<file path="src/rtl/regfile_wb_queue.sv">
// Writeback queue in front of the regfile write port, with read forwarding.
// Define WBQ_FORWARD_EN to build the pending-result forwarding compare logic.
module regfile_wb_queue #(
  parameter int DEPTH = 4,
  parameter int AW    = 2
) (
  input  logic          Clk,
  input  logic          Reset,
  input  logic          InValid,
  output logic          InReady,
  input  logic [4:0]    InReg,
  input  logic [31:0]   InData,
  input  logic          WbHold,
  output logic [4:0]    WriteRegister,
  output logic [31:0]   WriteData,
  output logic          RegWrite,
  input  logic [4:0]    ReadRegister1,
  input  logic [4:0]    ReadRegister2,
  output logic          Fwd1Hit,
  output logic [31:0]   Fwd1Data,
  output logic          Fwd2Hit,
  output logic [31:0]   Fwd2Data,
  output logic [AW:0]   Count
);

  logic [4:0]    r_reg  [DEPTH];
  logic [31:0]   r_data [DEPTH];
  logic [AW-1:0] r_head;
  logic [AW-1:0] r_tail;
  logic [AW:0]   r_count;

  logic w_empty;
  logic w_full;
  logic w_push;
  logic w_pop;

  assign w_empty = (r_count == '0);
  assign w_full  = (r_count == (AW+1)'(DEPTH));
  assign InReady = !w_full;
  assign Count   = r_count;

  // Reset gates the write so a dropped entry never reaches the regfile.
  assign w_pop    = !Reset && !w_empty && !WbHold;
  assign RegWrite = w_pop;
  assign w_push   = InValid && !w_full && (InReg != 5'd0);

  assign WriteRegister = w_empty ? 5'd0  : r_reg[r_head];
  assign WriteData     = w_empty ? 32'd0 : r_data[r_head];

  always_ff @(posedge Clk) begin
    if (Reset) begin
      r_head  <= '0;
      r_tail  <= '0;
      r_count <= '0;
    end else begin
      if (w_push)
        r_tail <= r_tail + 1'b1;
      if (w_pop)
        r_head <= r_head + 1'b1;
      unique case ({w_push, w_pop})
        2'b10:   r_count <= r_count + 1'b1;
        2'b01:   r_count <= r_count - 1'b1;
        default: r_count <= r_count;
      endcase
    end
  end

  always_ff @(posedge Clk) begin
    if (!Reset && w_push) begin
      r_reg[r_tail]  <= InReg;
      r_data[r_tail] <= InData;
    end
  end

`ifdef WBQ_FORWARD_EN
  logic [AW-1:0] w_idx;

  // Walk oldest to youngest so the youngest match overrides.
  always_comb begin
    Fwd1Hit  = 1'b0;
    Fwd1Data = 32'd0;
    Fwd2Hit  = 1'b0;
    Fwd2Data = 32'd0;
    w_idx    = r_head;
    for (int i = 0; i < DEPTH; i++) begin
      w_idx = r_head + AW'(i);
      if ((AW+1)'(i) < r_count) begin
        if (ReadRegister1 != 5'd0 &&
            r_reg[w_idx] == ReadRegister1) begin
          Fwd1Hit  = 1'b1;
          Fwd1Data = r_data[w_idx];
        end
        if (ReadRegister2 != 5'd0 &&
            r_reg[w_idx] == ReadRegister2) begin
          Fwd2Hit  = 1'b1;
          Fwd2Data = r_data[w_idx];
        end
      end
    end
  end
`else
  logic w_unused;

  assign w_unused = ^{ReadRegister1, ReadRegister2};
  assign Fwd1Hit  = 1'b0;
  assign Fwd1Data = 32'd0;
  assign Fwd2Hit  = 1'b0;
  assign Fwd2Data = 32'd0;
`endif

endmodule

</file>
<file path="config.mk">
export PLATFORM = sky130hd
export DESIGN_NAME = regfile_wb_queue
export DESIGN_NICKNAME = d
export VERILOG_FILES = /design/src/rtl/regfile_wb_queue.sv
export SDC_FILE = /design/constraint.sdc
export NUM_CORES = 1
export LEC_CHECK = 0
export CAP_MARGIN = 25
export CORE_MARGIN = 4
export CORE_UTILIZATION = 40
export DETAILED_ROUTE_END_ITERATION = 8
export GPL_TIMING_DRIVEN = 0
export MAX_ROUTING_LAYER = met4
export PLACE_DENSITY = 0.72
export SYNTH_ARGS = -nofsm -noshare
export SYNTH_HDL_FRONTEND = slang
export SYNTH_SLANG_ARGS = --single-unit
</file>
<file path="constraint.sdc">
create_clock -name Clk -period 12.4 [get_ports Clk]
set_clock_uncertainty 0.05 [all_clocks]
set_input_delay 1.24 -clock Clk [delete_from_list [all_inputs] [get_ports Clk]]
set_output_delay 1.24 -clock Clk [all_outputs]
set_load 0.005 [all_outputs]
</file>
**After elaboration in Yosys (flattened, before gate mapping)**

Memory sizes are Yosys's and may differ from the RTL's. A register that Yosys moved wholly into a read port is not among the register bits.
Index checks and enable logic that the tools add are counted.

- Register bits after elaboration: 7
- Bits of input ports: 51
- Logic and storage cells: 33
- Memory bits (writable): 148
- Output and inout bits: 108
- Memories kept: 2

Memories:

| memory | words | width | rd ports | clocked after memory_dff | write ports | line | text |
|---|---|---|---|---|---|---|---|
| r_data | 4 | 32 | 1 | 1 | 1 | 27 | `logic [31:0] r_data [DEPTH];` |
| r_reg | 4 | 5 | 1 | 1 | 1 | 26 | `logic [4:0] r_reg [DEPTH];` |

- Add/sub/neg operators: 4
- Equality and inequality tests: 3
- Reductions and logical operators: 12
- Multiplexer cells: 9

Operators by type and width:

| cell | count |
|---|---|
| two-way mux 32 bit | 1 |
| two-way mux 2 bit | 4 |
| one-hot mux 3 bit (2 select lines) | 1 |
| logical AND 1 bit | 5 |
| two-way mux 5 bit | 1 |
| nonzero test 5 bit | 1 |
| adder 2 x 1 -> 2 bit, second input constant | 2 |
| zero test 1 bit | 4 |
| adder 3 x 1 -> 3 bit, second input constant | 1 |
| equality test 3 bit, second input constant | 1 |
| zero test 3 bit | 1 |
| subtractor 3 x 1 -> 3 bit, second input constant | 1 |
| equality test 2 x 1 -> 1 bit, second input constant | 1 |
| equality test 2 bit, second input constant | 1 |
| two-way mux 1 bit | 2 |
| nonzero test 2 bit | 1 |

**Depth between registers and ports, before layout**

- Word-level depth: 7
- Gate-level depth with buffers: 9
- Gate-level depth less buffers: 9

**Worst setup path before layout**

No wires, ideal clock.

- Path type: input port to flip-flop
- From: input InReg[3]
- To: memory r_data[1][0] (enable)
- Stages on the path: 4
- Slack: 7480 ps
- Library setup time: 485 ps
- Arrival: 4385 ps
- Path through: or4_1 -> o211a_1 -> inv_1 -> nor3b_1

- Word-level cells in the longest chain between the ends: 5

Ends and longest elaborated chain:

| what | line | text |
|---|---|---|
| start: declaration | 11 | `input logic [4:0] InReg,` |
| nonzero test 5 bit | 45 | `assign w_push = InValid && !w_full && (InReg != 5'd0);` |
| logical AND 1 bit | 45 |  |
| logical AND 1 bit | 69 | `if (!Reset && w_push) begin` |
| two-way mux 1 bit | 69 |  |
| two-way mux 1 bit (implied by the code) | 71 | `r_data[r_tail] <= InData;` |
| end: declaration | 27 |  |

No other way between the ends.

**Worst setup path in the final report**

- From: input Reset
- To: output RegWrite

- Word-level cells in the longest chain between the ends: 3

Ends and longest elaborated chain:

| what | line | text |
|---|---|---|
| start: declaration | 8 | `input logic Reset,` |
| zero test 1 bit | 43 | `assign w_pop = !Reset && !w_empty && !WbHold;` |
| logical AND 1 bit (2 in a row) | 43 |  |
| end: declaration | 16 | `output logic RegWrite,` |

No other way between the ends.

==> flow_summary.toml <==
[layout]
drive_gt1_share_pct = 29.0
largest_reg_flops = 128
n_fill_cell = 1300
regArea_mm2 = 0.00462
final_nets = 595
multi_input_area_mm2 = 0.00162
area_growth_pct = 32.3

[sta]
hold_ws_ns = 0.449
setup-tns-final_ns = 0
finalSetupViolCount = 0
tightestPinTransition_ns = 1.02
finalCritPeriodShare_pct = 34.6
slew_headroom_pct = 31.4
drv_slew = 0
rsz0062_at_grt = "false"
layout_min_cycle_time_ns = 4.29
max_freq_mhz = 233
hold_viol_final = 0

[cts]
h-tree-depth = 4
postCtsResizedCells = 0
hold_buffers = 0
clock_sinks = 157
cts_made_buffers = 17
postCtsSetupBuffers = 0
cts_tree = "yes"
cts.clk_slew.worst_paths_ns = 0.05
cts-root-buf = "clkbuf_16"
cts_max_path_buffers = 2
insertion_delay_ns = 0.42

[floorplanning]
start_util_pct = 41.0
die_h_um = 136
io_pins = 159
die-area_mm2 = 0.0185
die_w_um = 136
rows = 46
fp.coreArea_mm2 = 0.0160

[yosys]
yosysMostFrequentCell = "edfxtp_1"
yosysTopAreaCell = "edfxtp_1"
synthTopCellsByCount = "edfxtp_1, buf_4, mux4_2, nor2b_1, dfxtp_1"
synth.distinct_cells = 25
ys.warnings.count = 0
synthArstFlopShare_pct = 0
synth_area_leaders = "edfxtp_1, mux4_2, buf_4"
ys_ff_latch = 157
synth-edff-count = 148
netlist_instances = 355
ys.flop_type = "edfxtp_1"
ys_seq_area_share_pct = 70.4
netlist_area_mm2 = 0.00657
syn_avg_cell_area_um2 = 18.5
synth_top_area_share_pct = 67.7

[global_route]
grtUsageTotal_pct = 14.8
antenna_found_initial = 1
grt_pass1_vias = 3564
grt_first_pass_wirelength_um = 19400
gr-total-overflow = 0
grt_max_degree = 17

[setup_path]
worstPathMaxFanout = 10
crit_arrival_ns = 3.00
r2r_cells = 9
critical_path_class = "in -> out"
cp.required_ns = 11.11
reg2reg_to = "Count[2]"
worst_setup_path_end_kind = "output pin"
r2r_setup_slack_ns = 9.64
r2r-start = "Count[0]"
worstSetupStartpointType = "primary input"

[routing]
drc = 0
drt_pre_antenna_iters = 4
routed_wl_um = 12700
routed_via_density = 4.42
drt_iter0_markers = 120
ant_nets = 0
vias = 3392
post_drt_wl_per_cell_um = 16.5

[power]
ir_drop_v = 0.0000960
powerDensity_mw_per_mm2 = 162
power.leakage_uw = 0.00310

[hold_path]
min_path_cells = 2
hp-class = "reg -> reg"
min_from = "r_head[1]"
hold-path-endpoint = "r_head[1]"

[placed_design]
hpwl_um = 9270
place_congestion = 0.741
numPortBuffers = 82

[run_status]
status = "finished, final reports clean"

[job]
maxCapViolCount = 0
==> through the flow <==
| stage | power, uW | std cells | setup WS [ns] | utilization, % | area, um^2 |
|---|---|---|---|---|---|
| after floorplan | 778 | 420 | 7.48 | - | 6810 |
| after global placement | 923 | 718 | 4.48 | 49.4 | 7900 |
| after detailed placement | 932 | 735 | 8.13 | 50.8 | 8130 |
| after CTS | 1420 | 767 | 8.10 | 54.3 | 8680 |
| after global routing | 1470 | 768 | 8.03 | 54.3 | 8690 |
| final | 1400 | 768 | 8.11 | 54.3 | 8690 |
==> cells by family (layout without fill, tap and decap cells) <==
kind of cell,count (synthesis),count (layout),share of synthesized area [%]
compound gates,9,9,0.800
xor+xnor,2,2,0.267
buf+inv,86,217,8.97
flops,157,157,70.4
other cells,1,67,0.0571
fa+ha+maj,6,6,1.26
simple gates,55,55,5.16
mux,39,39,13.1
==> how the worst max path moves through the flow <==
stage	cells after the start	start	slack, ns	to
after global routing	4	Reset	8.03	RegWrite
after global placement	5	InReg[3]	4.48	r_data[2][2]
after CTS	4	Reset	8.10	RegWrite
after floorplan	4	InReg[3]	7.48	r_data[1][0]
final	4	Reset	8.11	RegWrite
after detailed placement	4	Reset	8.13	RegWrite
==> power breakdown <==
group	switching, uW	total [uW]	internal, uW
logic	133	306	174
registers	7.97	611	603
clock network	194	487	292
total	335	1400	1070
==> critical path: stages <==
cell and delay (ns):
clkdlybuf4s50_1 0.50, clkbuf_1 0.30, nor3_1 0.39, clkdlybuf4s50_1 0.57
==> layout by cell type, fill, tap and decap left out, types with 4 or more instances in the layout <==
| master | synthesis | routed |
|---|---|---|
| a21oi_1 | 5 | 5 |
| clkbuf_1 | 6 | 8 |
| mux4_2 | 37 | 37 |
| clkbuf_16 | 0 | 17 |
| nor3b_2 | 0 | 4 |
| clkinvlp_4 | 0 | 4 |
| buf_6 | 0 | 14 |
| ha_1 | 5 | 5 |
| buf_4 | 70 | 70 |
| inv_1 | 7 | 7 |
| clkdlybuf4s50_1 | 0 | 82 |
| conb_1 | 1 | 66 |
| nor2_1 | 5 | 5 |
| edfxtp_1 | 148 | 148 |
| nor2b_1 | 37 | 37 |
| dfxtp_1 | 9 | 9 |
==> layer usage <==
layer	GRT usage [%]	part of all wire [%]
met5	-	0
met3	5.11	9.3
met4	5.54	1.6
met2	25.1	51
met1	16.0	38
==> layout make-up <==
cell class,instances,share of cell area (%)
clock buffer,19,4.98
sequential,157,53.2
timing repair buffer,99,11.8
antenna,1,0.0288
multi-input combinational,177,18.6
inverter,7,0.303
tap,216,3.11
clock inverter,13,1.44
buffer,79,6.48
No activity file was read; power rests on OpenSTA's default activity.
